$ cat src/rtl/iram_ctrl.sv
// ============================================================================
//  Module   : iram_ctrl
//  Purpose  : Bus-side controller in front of the instruction RAM. Converts a
//             valid/ready memory request (fetch or data load/store) into IRAM
//             port signals, sequences the RAM's 1-cycle read latency and
//             returns a one-cycle mem_ready pulse. Accesses outside the IRAM
//             window complete with mem_error instead of touching the RAM.
//  Optional : `define IRAM_ALIGN_CHECK_EN to reject misaligned or malformed
//             byte-strobe requests with mem_error.
//  Ports    : clk, reset (async active-low)
//             mem_valid/mem_instr/mem_addr/mem_wdata/mem_wstrb  - request in
//             mem_ready/mem_error/mem_rdata                     - response out
//             iram_wen/iram_waddr/iram_raddr/iram_wdata/iram_wstrb - RAM side
//             iram_rdata - RAM read data, 1 cycle after raddr sampled
//  Revision : 1.0 - initial release
// ============================================================================
`default_nettype none

module iram_ctrl #(
    parameter int          IRAM_DEPTH = 12,
    parameter logic [31:0] IRAM_BASE  = 32'h0000_0000
) (
    input  logic                  clk,
    input  logic                  reset,
    input  logic                  mem_valid,
    input  logic                  mem_instr,
    input  logic [31:0]           mem_addr,
    input  logic [31:0]           mem_wdata,
    input  logic [3:0]            mem_wstrb,
    output logic                  mem_ready,
    output logic                  mem_error,
    output logic [31:0]           mem_rdata,
    output logic                  iram_wen,
    output logic [IRAM_DEPTH-1:0] iram_waddr,
    output logic [IRAM_DEPTH-1:0] iram_raddr,
    output logic [31:0]           iram_wdata,
    output logic [3:0]            iram_wstrb,
    input  logic [31:0]           iram_rdata
);

    typedef enum logic [1:0] {
        S_IDLE     = 2'd0,
        S_RD_WAIT  = 2'd1,
        S_WR_DONE  = 2'd2,
        S_ERR_RESP = 2'd3
    } state_t;

    state_t state_q;
    state_t state_d;

    logic [IRAM_DEPTH-1:0] w_index;
    logic                  w_hit;
    logic                  w_is_write;
    logic                  w_align_bad;
    logic                  w_accept;
    logic                  w_reject;

    // Hit check uses the full upper address before truncation, so addresses
    // just above the window never alias back into it.
    assign w_index    = mem_addr[IRAM_DEPTH+1:2];
    assign w_hit      = (mem_addr[31:IRAM_DEPTH+2] == IRAM_BASE[31:IRAM_DEPTH+2]);
    assign w_is_write = (mem_wstrb != 4'b0000);

`ifdef IRAM_ALIGN_CHECK_EN
    // Only naturally aligned byte, halfword and word accesses are legal.
    always_comb begin
        w_align_bad = 1'b0;
        case (mem_wstrb)
            4'b0000: w_align_bad = (mem_addr[1:0] != 2'd0);
            4'b0001: w_align_bad = (mem_addr[1:0] != 2'd0);
            4'b0010: w_align_bad = (mem_addr[1:0] != 2'd1);
            4'b0100: w_align_bad = (mem_addr[1:0] != 2'd2);
            4'b1000: w_align_bad = (mem_addr[1:0] != 2'd3);
            4'b0011: w_align_bad = (mem_addr[1:0] != 2'd0);
            4'b1100: w_align_bad = (mem_addr[1:0] != 2'd2);
            4'b1111: w_align_bad = (mem_addr[1:0] != 2'd0);
            default: w_align_bad = 1'b1;
        endcase
    end
`else
    logic w_unused_lsb;
    assign w_unused_lsb = ^mem_addr[1:0];
    assign w_align_bad  = 1'b0;
`endif

    // Requests are only taken in IDLE; gating with reset keeps the RAM
    // strobes quiet while reset is asserted.
    assign w_accept = mem_valid && reset && (state_q == S_IDLE);
    assign w_reject = !w_hit || (mem_instr && w_is_write) || w_align_bad;

    always_ff @(posedge clk or negedge reset) begin
        if (!reset) begin
            state_q <= S_IDLE;
        end else begin
            state_q <= state_d;
        end
    end

    always_comb begin
        state_d    = state_q;
        mem_ready  = 1'b0;
        mem_error  = 1'b0;
        mem_rdata  = 32'h0;
        iram_wen   = 1'b0;
        iram_wstrb = 4'b0000;
        iram_waddr = w_index;
        iram_raddr = w_index;
        iram_wdata = mem_wdata;
        case (state_q)
            S_IDLE: begin
                if (w_accept) begin
                    if (w_reject) begin
                        state_d = S_ERR_RESP;
                    end else if (w_is_write) begin
                        iram_wen   = 1'b1;
                        iram_wstrb = mem_wstrb;
                        state_d    = S_WR_DONE;
                    end else begin
                        state_d = S_RD_WAIT;
                    end
                end
            end
            S_RD_WAIT: begin
                mem_ready = 1'b1;
                mem_rdata = iram_rdata;
                state_d   = S_IDLE;
            end
            S_WR_DONE: begin
                mem_ready = 1'b1;
                state_d   = S_IDLE;
            end
            S_ERR_RESP: begin
                mem_ready = 1'b1;
                mem_error = 1'b1;
                state_d   = S_IDLE;
            end
            default: begin
                state_d = S_IDLE;
            end
        endcase
    end

endmodule

`default_nettype wire
$ cat config.mk
export PLATFORM = sky130hd
export DESIGN_NAME = iram_ctrl
export DESIGN_NICKNAME = d
export VERILOG_FILES = /design/src/rtl/iram_ctrl.sv
export SDC_FILE = /design/constraint.sdc
export NUM_CORES = 1
export LEC_CHECK = 0
export CAP_MARGIN = 20
export CORE_MARGIN = 5
export CORE_UTILIZATION = 20
export DETAILED_ROUTE_END_ITERATION = 6
export PLACE_DENSITY = 0.91
export SYNTH_ARGS = -nofsm -noshare
export SYNTH_HDL_FRONTEND = slang
export SYNTH_SLANG_ARGS = --single-unit
export TNS_END_PERCENT = 50
$ cat constraint.sdc
create_clock -name clk -period 3.3 [get_ports clk]
set_input_delay 0.495 -clock clk [delete_from_list [all_inputs] [get_ports clk]]
set_output_delay 0.495 -clock clk [all_outputs]
set_load 0.05 [all_outputs]
After elaboration in Yosys (flattened, before gate mapping). Cells that the tools add are included.

Word-level logic and storage cells: 29. Bits in registers: 2. Output and inout bits: 95. Input port bits: 104.

Reductions and logical operators: 9. Multiplexer cells: 15. Equal/unequal tests: 4.

Operators with widths (count): $mux W32 (1); $logic_not A18 Y1 (1); $mux W4 (4); $mux W1 (6); $mux W2 (3); $eq A2 B2 Y1 const B (2); $pmux W2 S2 (1); $reduce_bool A4 Y1 (1); $logic_and A1 B1 Y1 (3); $reduce_or A3 Y1 (1); $eq A2 B1 Y1 const B (1); $logic_not A2 Y1 (1); $ne A2 B2 Y1 const B (1); $logic_not A1 Y1 (1); $logic_or A1 B1 Y1 (1).

Logic depth before layout (Yosys ltp). Gate-level depths: netlist of run 1.

Depth in word-level cells: 6. Depth in mapped cells: 3. Mapped depth without buffers: 3.

Worst setup path before layout of run 1. OpenSTA, ideal clock, no wires.

Path kind: input port to output port. From: in mem_addr[25]. To: out iram_wen. Required time: 2805 ps. Stages: 3. Data arrival time: 2052 ps. Buffers on the path: 0. Slack: 753 ps. Cells stage by stage: or4_1 a211o_4 nor3_2.

Longest elaborated chain between the ends: 6.

Ends and longest elaborated chain: start, declared (line 27) `input logic [31:0] mem_addr,`; $logic_not A18 Y1 (line 61) `assign w_hit = (mem_addr[31:IRAM_DEPTH+2] == IRAM_BASE[31:IRAM_DEPTH+2]);`; $logic_not A1 Y1 (line 89) `assign w_reject = !w_hit || (mem_instr && w_is_write) || w_align_bad;`; $logic_or A1 B1 Y1 (line 89); $mux W1 (line 112) `if (w_reject) begin`; $mux W1 (line 111) `if (w_accept) begin`; $mux W1 (line 109) `case (state_q)`; end, declared (line 33) `output logic iram_wen,`.

No other way between the ends.

Worst setup path in the final report of run 1.
From: in mem_wstrb[0]. To: out iram_wstrb[3].

Longest elaborated chain between the ends: 6. Elaborated cells on any way between the ends: 7. Classes of those cells: 4 x mux; 3 x reduce/logical.

Ends and longest elaborated chain: start, declared (line 29) `input logic [3:0] mem_wstrb,`; $reduce_bool A4 Y1 * (line 62) `assign w_is_write = (mem_wstrb != 4'b0000);`; $logic_and A1 B1 Y1 (line 89); $logic_or A1 B1 Y1 (line 89); $mux W4 * (line 112); $mux W4 * (line 111); $mux W4 * (line 109); end, declared (line 37) `output logic [3:0] iram_wstrb,`.

Mark *: on every way between the ends. The rest lies on a longest branch, timed or not.

==> flow_summary_export.csv, run 1 <==
group,metric,value,unit
critical_path,reg2reg_depth,2,
sta,tightest_slew,0.597,ns
layout,num_antenna_cells,0,
sta,hold_violations,0,
critical_path,slowest_stage,"or4_4",
routing,detail_route.wl_per_cell,13.7,um
layout,drive_gt1_share,29.0,%
power,switching_share,35.4,%
power,irDropWorstVdd,0.0000855,V
global_route,grt-ovfl-total,0,
critical_path,crit_type,"in -> out",
clock_network,cts-hold-fix-buffers,0,
critical_path,cp-end-kind,"output pin",
layout,top_register,"state_q",
routing,dr.first_iter.drc_count,9,
status,status,"finished clean",
sta,setup_violations,0,
place,place_area,0.00150,mm^2
run,max_cap_viol_count,0,
routing,antenna_left,0,
place,numPortBuffers,96,
logic_synthesis,synth_mux_area_share,0,%
routing,drt_first_pass_iters,2,
layout,seq_area,50.0,um^2
routing,met2WireLength,1310,um
critical_path,critical_path_arrival,2.26,ns
global_route,grt_pass1_vias,874,
floorplanning,row_count,24,
logic_synthesis,yosys.area_share.simple,41.9,%
floorplanning,die-area,0.00598,mm^2
logic_synthesis,seq_area_frac_synth,5.52,%
floorplanning,io_pins,199,
logic_synthesis,synth_top_family_by_area,"buffers and inverters",
layout,multi_input_area,410,um^2
place,dp_hpwl,2630,um
critical_path,crit_end,"iram_wstrb[3]",
clock_network,clock_latency,0.21,ns
routing,viasPerCell,4.06,
logic_synthesis,syn_inst,120,
critical_path,startpoint,"mem_wstrb[0]",
critical_path,critPathLaunchType,"primary input",
clock_network,numCtsBuffers,3,
power,combPwrFrac,59.3,%
power,power.leakage,0.657,nW
critical_path,worst_r2r_endpoint,"state_q[0]$_DFFE_PN0P_",
logic_synthesis,synth_edf_count,0,
global_route,grt_antenna_before_repair,0,
logic_synthesis,synth_xor_area_share,0,%
sta,slew_viol_final,0,
floorplanning,die_h,77.3,um
critical_path,crit_chain,"clkdlybuf4s50_1 -> or4_4 -> a211o_4 -> nor3_2 -> buf_12",
floorplanning,start_util,20.7,%
critical_path,slowest_delay,0.55,ns
clock_network,cts_tree,"built",
logic_synthesis,synthTopCellsByArea,"buf_4 46%, and2_1 23%, dfrtp_1 5.5%",
global_route,grt_pass1_wl,4540,um
layout,final_area,0.00154,mm^2
power,power.density,198,mW/mm^2
routing,wl_met1,951,um
logic_synthesis,synth.largest_area_cell,"buf_4",
logic_synthesis,synth-adder-area-share,0,%
logic_synthesis,ys.flop_type,"dfrtp_1",
logic_synthesis,syn_area,907,um^2
logic_synthesis,async_reset_ff_share,100,%
clock_network,clockBufferDepth,2,
power,clockPowerShare,31.7,%
clock_network,cts_setup_buffers,0,
logic_synthesis,syn_avg_cell_area,7.56,um^2
logic_synthesis,ys_warn_count,0,
routing,wl_met3,610,um
global_route,grt_max_degree,33,
layout,reg.largest.list,"state_q x2",
logic_synthesis,synth_top_cell_area_share,46.3,%
critical_path,reg2reg_slack,2.40,ns
critical_path,worstPathMaxFanout,5,
power,intPower,0.197,mW
min_path,min_path_type,"in -> async",
floorplanning,core_area,0.00438,mm^2
sta,relSlewSlack,59.9,%
logic_synthesis,synth-seq-cells,2,
critical_path,r2r-start,"state_q[1]$_DFFE_PN0P_",
power,pwr-share-seq,8.9,%
clock_network,cts_resized,0,
logic_synthesis,synth_cell_type_count,17,
clock_network,htree_levels,1,
layout,nets,268,
logic_synthesis,synth_most_common_cell,"buf_4",
routing,vias,869,
routing,routed.top_layer,"met4",
routing,drc_errors,0,
sta,finalClockSkew,0.000248,ns
layout,largest_reg_flops,2,
sta,max_freq,363,MHz
logic_synthesis,synth_compound_area_share,3.31,%
place,gp_congestion,0.697,
critical_path,required,2.80,ns
clock_network,cts-root-buf,"clkbuf_8",
global_route,track_usage,9.60,%
logic_synthesis,syn-num-nets,224,
sta,fin_tns_setup,0,ns
logic_synthesis,yosys-top-cells-count,"56 x buf_4, 33 x and2_1, 5 x nor3_2, 4 x inv_1",
clock_network,clkTransAtPathRegs,0.03,ns
sta,finalCritPeriodShare,83.4,%
sta,layout_min_cycle_time,2.75,ns
floorplanning,die_w,77.3,um
sta,rsz0062_at_grt,"false",
routing,finalWirelength,2940,um
layout,syn_to_final_growth,69.8,%
power,p_switching,0.108,mW
clock_network,clock_sinks,2,
layout,nFillCells,443,
layout by cell type, fill, tap and decap left out:
master and count:
dfrtp_1 2, clkdlybuf4s50_1 64, nor4_1 2, or2_2 1, inv_1 4, nor2_1 3
or4_1 3, and2_1 33, nand4bb_1 1, nand4bb_4 1, a31oi_1 2, buf_12 5
clkbuf_8 3, or4_4 1, nor3_2 5, a211o_4 1, nor4b_2 1, nor2b_1 1
buf_4 29
critical path, delay by kind of cell:
| kind | cells | cell delay, ns |
|---|---|---|
| AOI/OAI and AO/OA | 1 | 0.39 |
| buffers and inverters | 2 | 0.62 |
| and+or+nand+nor | 2 | 0.75 |
routing by layer:
| metal | GRT usage (%) | vias up |
|---|---|---|
| met5 | 0 | - |
| met4 | 4.47 | 0 |
| met3 | 7.41 | 15 |
| met2 | 16.0 | 100 |
| met1 | 8.51 | 344 |
| li1 | - | 410 |
per-stage QoR:
step           setup WS, ns  power, mW  cells  hold WS (ns)  util (%)
2_1_floorplan         0.753      0.293    120         0.199         -
3_3_place_gp          0.560      0.208    211         0.625      34.2
3_5_place_dp          0.539      0.210    211         0.643      34.2
4_1_cts               0.538      0.311    214         0.457      35.1
5_1_grt               0.470      0.323    214         0.465      35.1
6_report              0.549      0.305    214         0.461      35.1
worst min-delay path by stage:
stage                                 from                endpoint  slack (ns)  cells after the start
finish                               reset  state_q[0]$_DFFE_PN0P_        0.46                      1
CTS                                  reset  state_q[1]$_DFFE_PN0P_        0.46                      1
floorplan                            reset  state_q[0]$_DFFE_PN0P_        0.20                      0
global route                         reset  state_q[1]$_DFFE_PN0P_        0.46                      1
detailed placement  state_q[0]$_DFFE_PN0P_  state_q[1]$_DFFE_PN0P_        0.64                      2
global placement    state_q[0]$_DFFE_PN0P_  state_q[1]$_DFFE_PN0P_        0.62                      2
power groups by stage:
| stage | clock (mW) | combinational (mW) | sequential, mW |
|---|---|---|---|
| CTS | 0.100 | 0.183 | 0.0272 |
| floorplan | 0 | 0.266 | 0.0272 |
| detailed placement | 0 | 0.183 | 0.0275 |
| global placement | 0 | 0.181 | 0.0274 |
| global route | 0.104 | 0.191 | 0.0275 |
| finish | 0.0966 | 0.181 | 0.0272 |
cell families after synthesis:
kind of cell | Yosys count
DFF | 2
AOI/OAI and AO/OA | 3
and+or+nand+nor | 52
buffers and inverters | 63
cell type report:
type                       count  area share, %
multi-input combinational     55           26.6
tap                           52           4.22
inverter                       4          0.975
timing repair buffer          98           62.2
clock buffer                   3           2.68
sequential                     2           3.25
Power figures use the tool's default switching activity.
==> inputs of run 2 (changes only) <==
CORE_UTILIZATION = 16   (was 20)
PLACE_DENSITY = 0.79   (was 0.91)
clock period = 2.5 ns   (was 3.3 ns; I/O delays follow)
==> run 2 against run 1 <==
Setup slack lost 0.49 ns. Sequential cell count did not move. Die area rose by 22%. Critical endpoint is now iram_wstrb[2]. Clock-buffer cell count stayed put. Non-clock buffer count grew 5. Utilization rose by 2.1 points. Clock skew about the same. Final area grew 33%. Critical path type unchanged. First-iteration DRC count fell by 22%. Sequential power up 32%.
==> flow_summary_export.csv, run 2 (synthesis results as in run 1) <==
group,metric,value,unit
status,status,"finished clean",
floorplanning,die_h,85.3,um
power,power.density,228,mW/mm^2
sta,layout_min_cycle_time,2.44,ns
global_route,grt_pass1_wl,4440,um
clock_network,clock_sinks,2,
critical_path,critical_path_arrival,2.06,ns
critical_path,crit_chain,"clkdlybuf4s50_1 -> or4_4 -> a211o_4 -> nor3_4 -> buf_12",
sta,hold_slack,0.346,ns
routing,detail_route.wl_per_cell,12.9,um
routing,finalWirelength,3100,um
layout,fin_util,37.2,%
critical_path,critical_path.top_delay_family,"simple AND/OR/NAND/NOR gates",
critical_path,cp-end-kind,"output pin",
global_route,grt_pass1_vias,941,
global_route,grt_antenna_before_repair,0,
critical_path,crit_type,"in -> out",
place,dp_hpwl,2770,um
layout,final_cells,239,
routing,dr.first_iter.drc_count,7,
clock_network,clockBufferDepth,2,
sta,relSlewSlack,65.0,%
critical_path,worst_r2r_endpoint,"state_q[0]$_DFFE_PN0P_",
sta,setup_violations,0,
routing,vias,902,
routing,drc_errors,0,
routing,viasPerCell,3.77,
clock_network,numCtsBuffers,3,
floorplanning,start_util,16.5,%
critical_path,slowest_stage,"or4_4",
floorplanning,row_count,27,
critical_path,slowest_delay,0.54,ns
global_route,grt-ovfl-total,0,
layout,largest_reg_flops,2,
critical_path,reg2reg_depth,2,
clock_network,cts_tree,"built",
layout,layout_commonest_cell,"clkdlybuf4s50_1",
critical_path,reg2reg_slack,1.49,ns
layout,reg.largest.list,"state_q x2",
floorplanning,core_area,0.00551,mm^2
clock_network,cts-root-buf,"clkbuf_8",
global_route,track_usage,7.70,%
clock_network,cts_setup_buffers,0,
floorplanning,die_w,85.3,um
critical_path,path_buf_inv,2,
place,gp_congestion,0.721,
layout,drive_gt1_share,35.9,%
clock_network,clock_latency,0.21,ns
power,irDropWorstVdd,0.000115,V
critical_path,r2r-start,"state_q[1]$_DFFE_PN0P_",
routing,antenna_left,0,
floorplanning,io_pins,199,
layout,syn_to_final_growth,126,%
clock_network,clkTransAtPathRegs,0.03,ns
global_route,grt_max_degree,26,
layout,num_antenna_cells,0,
routing,drt_first_pass_iters,2,
min_path,min_path_type,"in -> async",
sta,slew_viol_final,0,
sta,rsz0062_at_grt,"false",
layout,nets,273,
clock_network,htree_levels,1,
place,numPortBuffers,96,
sta,finalClockSkew,0.000227,ns
power,power.leakage,0.887,nW
sta,finalCritPeriodShare,97.5,%
critical_path,critPathLaunchType,"primary input",
sta,tightest_slew,0.523,ns
floorplanning,die-area,0.00728,mm^2
layout,top_register,"state_q",
sta,hold_violations,0,
place,dp.cells,236,
run,max_cap_viol_count,0,
layout,layout_common_cells,"52 x clkdlybuf4s50_1, 37 x buf_12, 33 x and2_1",
sta,max_freq,410,MHz
critical_path,worstPathMaxFanout,5,
critical_path,required,2.12,ns
run 2: changes by cell type in the layout (fill, tap and decap cells not counted):
cell	delta
buf_4	-22
nor3_4	+5
or4_4	+3
clkdlybuf4s50_1	-12
dlymetal6s2s_1	+7
or4_1	-3
nor3_2	-5
buf_12	+32
run 2: area by class of cell:
cell class	instances	area (um^2)
clock buffers	3	41.3
fillers	542	3460
inverters	4	15.0
multi-input cells	55	453
flip-flops and latches	2	50.0
well taps	72	90.1
repair buffers	103	1400
run 2: where the power goes:
group	total [mW]	internal [mW]	switching, mW
logic	0.306	0.174	0.132
clock network	0.127	0.102	0.0249
registers	0.0360	0.0346	0.00137
total	0.468	0.310	0.158
run 2: how the worst max path moves through the flow:
stage | startpoint | endpoint | slack [ns] | cells after the start
final | mem_addr[25] | iram_wstrb[2] | 0.06 | 5
after global placement | mem_wstrb[0] | iram_wstrb[2] | 0.02 | 5
after CTS | mem_wstrb[0] | iram_wen | 0.009 | 5
after global routing | mem_addr[20] | iram_wstrb[2] | 0.004 | 5
after floorplan | mem_addr[25] | iram_wen | 0.19 | 3
after detailed placement | mem_wstrb[0] | iram_wstrb[2] | -0.002 | 5
run 2: stage by stage:
stage	cell area, um^2	setup WS, ns	TNS, ns	total power, mW
after floorplan	907	0.193	0	0.387
after global placement	1950	0.0194	0	0.340
after detailed placement	1950	-0.00206	-0.00206	0.343
after CTS	2000	0.00865	0	0.476
after global routing	2050	0.00442	0	0.488
final	2050	0.0626	0	0.468
run 2: routing by layer:
layer  vias to the layer above  wire length [um]  global-route usage (%)
met1                       383               978                    6.96
met3                        18               486                    3.59
met5                         -                 0                       0
li1                        422                 -                       -
met2                        79              1510                    13.2
met4                         0               118                    6.04
run 2: repair_timing:
action,CTS,global route
gates resized for setup,1,14
hold buffers,0,0
endpoints found under the setup margin,1,5
pin swaps,0,7
==> inputs of run 3 (changes only) <==
PLACE_DENSITY = 0.8   (was 0.79)
==> run 3 against run 2 <==
Critical endpoint is now iram_wstrb[1]. Fmax barely moved. Setup slack worse by 0.0020 ns. Register-to-register slack about the same. Highest routed layer unchanged.
==> flow_summary_export.csv, run 3 (synthesis results as in run 1) <==
group,metric,value,unit
status,status,"finished clean",
layout,nFillCells,526,
layout,drive_gt1_share,35.9,%
critical_path,critical_path_arrival,2.06,ns
layout,layout_common_cells,"48 x clkdlybuf4s50_1, 37 x buf_12, 33 x and2_1",
place,dp_hpwl,3140,um
sta,finalCritPeriodShare,97.6,%
sta,layout_min_cycle_time,2.44,ns
critical_path,slowest_delay,0.51,ns
routing,vias,950,
layout,multi_input_area,453,um^2
global_route,grt-ovfl-total,0,
floorplanning,io_pins,199,
sta,hold_violations,0,
layout,syn_to_final_growth,127,%
floorplanning,die-area,0.00728,mm^2
clock_network,cts-hold-fix-buffers,0,
routing,antenna_left,0,
layout,largest_reg_flops,2,
sta,tightest_slew,0.528,ns
power,power.density,227,mW/mm^2
sta,setup_violations,0,
routing,dr.first_iter.drc_count,5,
layout,nets,273,
routing,viasPerCell,3.97,
clock_network,cts_tree,"built",
layout,reg.largest.list,"state_q x2",
sta,timing.final.ws_setup,0.0606,ns
routing,detail_route.wl_per_cell,14.5,um
sta,finalClockSkew,0.00246,ns
global_route,grt_pass1_wl,4850,um
power,irDropWorstVdd,0.000117,V
clock_network,cts_setup_buffers,0,
power,power.leakage,0.926,nW
place,numPortBuffers,96,
critical_path,cp-end-kind,"output pin",
run,max_cap_viol_count,0,
layout,num_antenna_cells,0,
sta,fin_tns_setup,0,ns
critical_path,worstPathMaxFanout,5,
floorplanning,die_h,85.3,um
min_path,min_path_type,"in -> async",
global_route,grt_antenna_before_repair,0,
clock_network,clock_latency,0.21,ns
global_route,grt_pass1_vias,935,
power,fin_total_pwr,0.468,mW
critical_path,slowest_stage,"or4_4",
sta,relSlewSlack,64.7,%
sta,max_freq,410,MHz
critical_path,critPathLaunchType,"primary input",
clock_network,clkTransAtPathRegs,0.03,ns
clock_network,numCtsBuffers,3,
clock_network,cts-root-buf,"clkbuf_8",
clock_network,htree_levels,1,
critical_path,crit_chain,"clkdlybuf4s50_1 -> or4_4 -> nand4bb_4 -> nor3_4 -> buf_12",
layout,final_area,0.00206,mm^2
floorplanning,core_area,0.00551,mm^2
routing,drc_errors,0,
layout,top_register,"state_q",
global_route,track_usage,8.36,%
routing,finalWirelength,3460,um
place,gp_congestion,0.867,
routing,drt_first_pass_iters,2,
layout,layout_commonest_cell,"clkdlybuf4s50_1",
clock_network,clock_sinks,2,
critical_path,required,2.12,ns
floorplanning,start_util,16.5,%
layout,seq_area,50.0,um^2
place,place_area,0.00195,mm^2
critical_path,crit_type,"in -> out",
global_route,grt_max_degree,33,
floorplanning,die_w,85.3,um
clock_network,clockBufferDepth,2,
floorplanning,row_count,27,
layout,fin_util,37.4,%
sta,slew_viol_final,0,
place,pre_cts_ws,-0.0567,ns
==> run 3: critical path, delay by kind of cell <==
kind          cells  cell delay (ns)
buf+inv           2             0.56
simple gates      3             1.13
==> run 3: report_power, final <==
part / switching (mW) / internal, mW / total, mW
clock network: 0.0228 / 0.102 / 0.124
logic: 0.134 / 0.173 / 0.307
registers: 0.00136 / 0.0346 / 0.0360
total: 0.158 / 0.309 / 0.468
==> run 3: repair_timing <==
item | 4_1_cts | 5_1_grt
setup endpoints to repair | 3 | 5
pin swaps | 0 | 7
resized for setup | 3 | 16
cloned | 0 | 0
==> run 3: worst paths after layout <==
check                                  startpoint                      to  slack (ns)  depth (start not counted)
setup reg to reg           state_q[1]$_DFFE_PN0P_  state_q[1]$_DFFE_PN0P_        1.49                          2
setup / recovery                     mem_addr[21]           iram_wstrb[1]        0.06                          5
hold reg to reg            state_q[0]$_DFFE_PN0P_  state_q[0]$_DFFE_PN0P_        0.69                          2
hold / removal                              reset  state_q[0]$_DFFE_PN0P_        0.35                          1
min in group clk                     mem_addr[22]  state_q[0]$_DFFE_PN0P_        0.61                          4
max in group asynchronous                   reset  state_q[1]$_DFFE_PN0P_        2.02                          1
==> run 3: layer usage <==
| metal | GRT usage (%) | vias up | part of all wire (%) |
|---|---|---|---|
| met1 | 8.51 | 403 | 35 |
| li1 | - | 422 | - |
| met2 | 14.2 | 110 | 44 |
| met4 | 3.45 | 0 | 1.9 |
| met3 | 4.56 | 15 | 19 |
| met5 | 0 | - | 0 |
==> run 3: cell type report <==
type,instances,share of cell area [%]
inverters,4,0.729
multi-input cells,55,22.0
well taps,72,4.37
flip-flops and latches,2,2.43
repair buffers,103,68.5
clock buffers,3,2.00
==> run 3: metrics by stage <==
step | hold WS [ns] | std cells
2_1_floorplan | 0.0794 | 120
3_3_place_gp | 0.556 | 236
3_5_place_dp | 0.566 | 236
4_1_cts | 0.345 | 239
5_1_grt | 0.362 | 239
6_report | 0.346 | 239
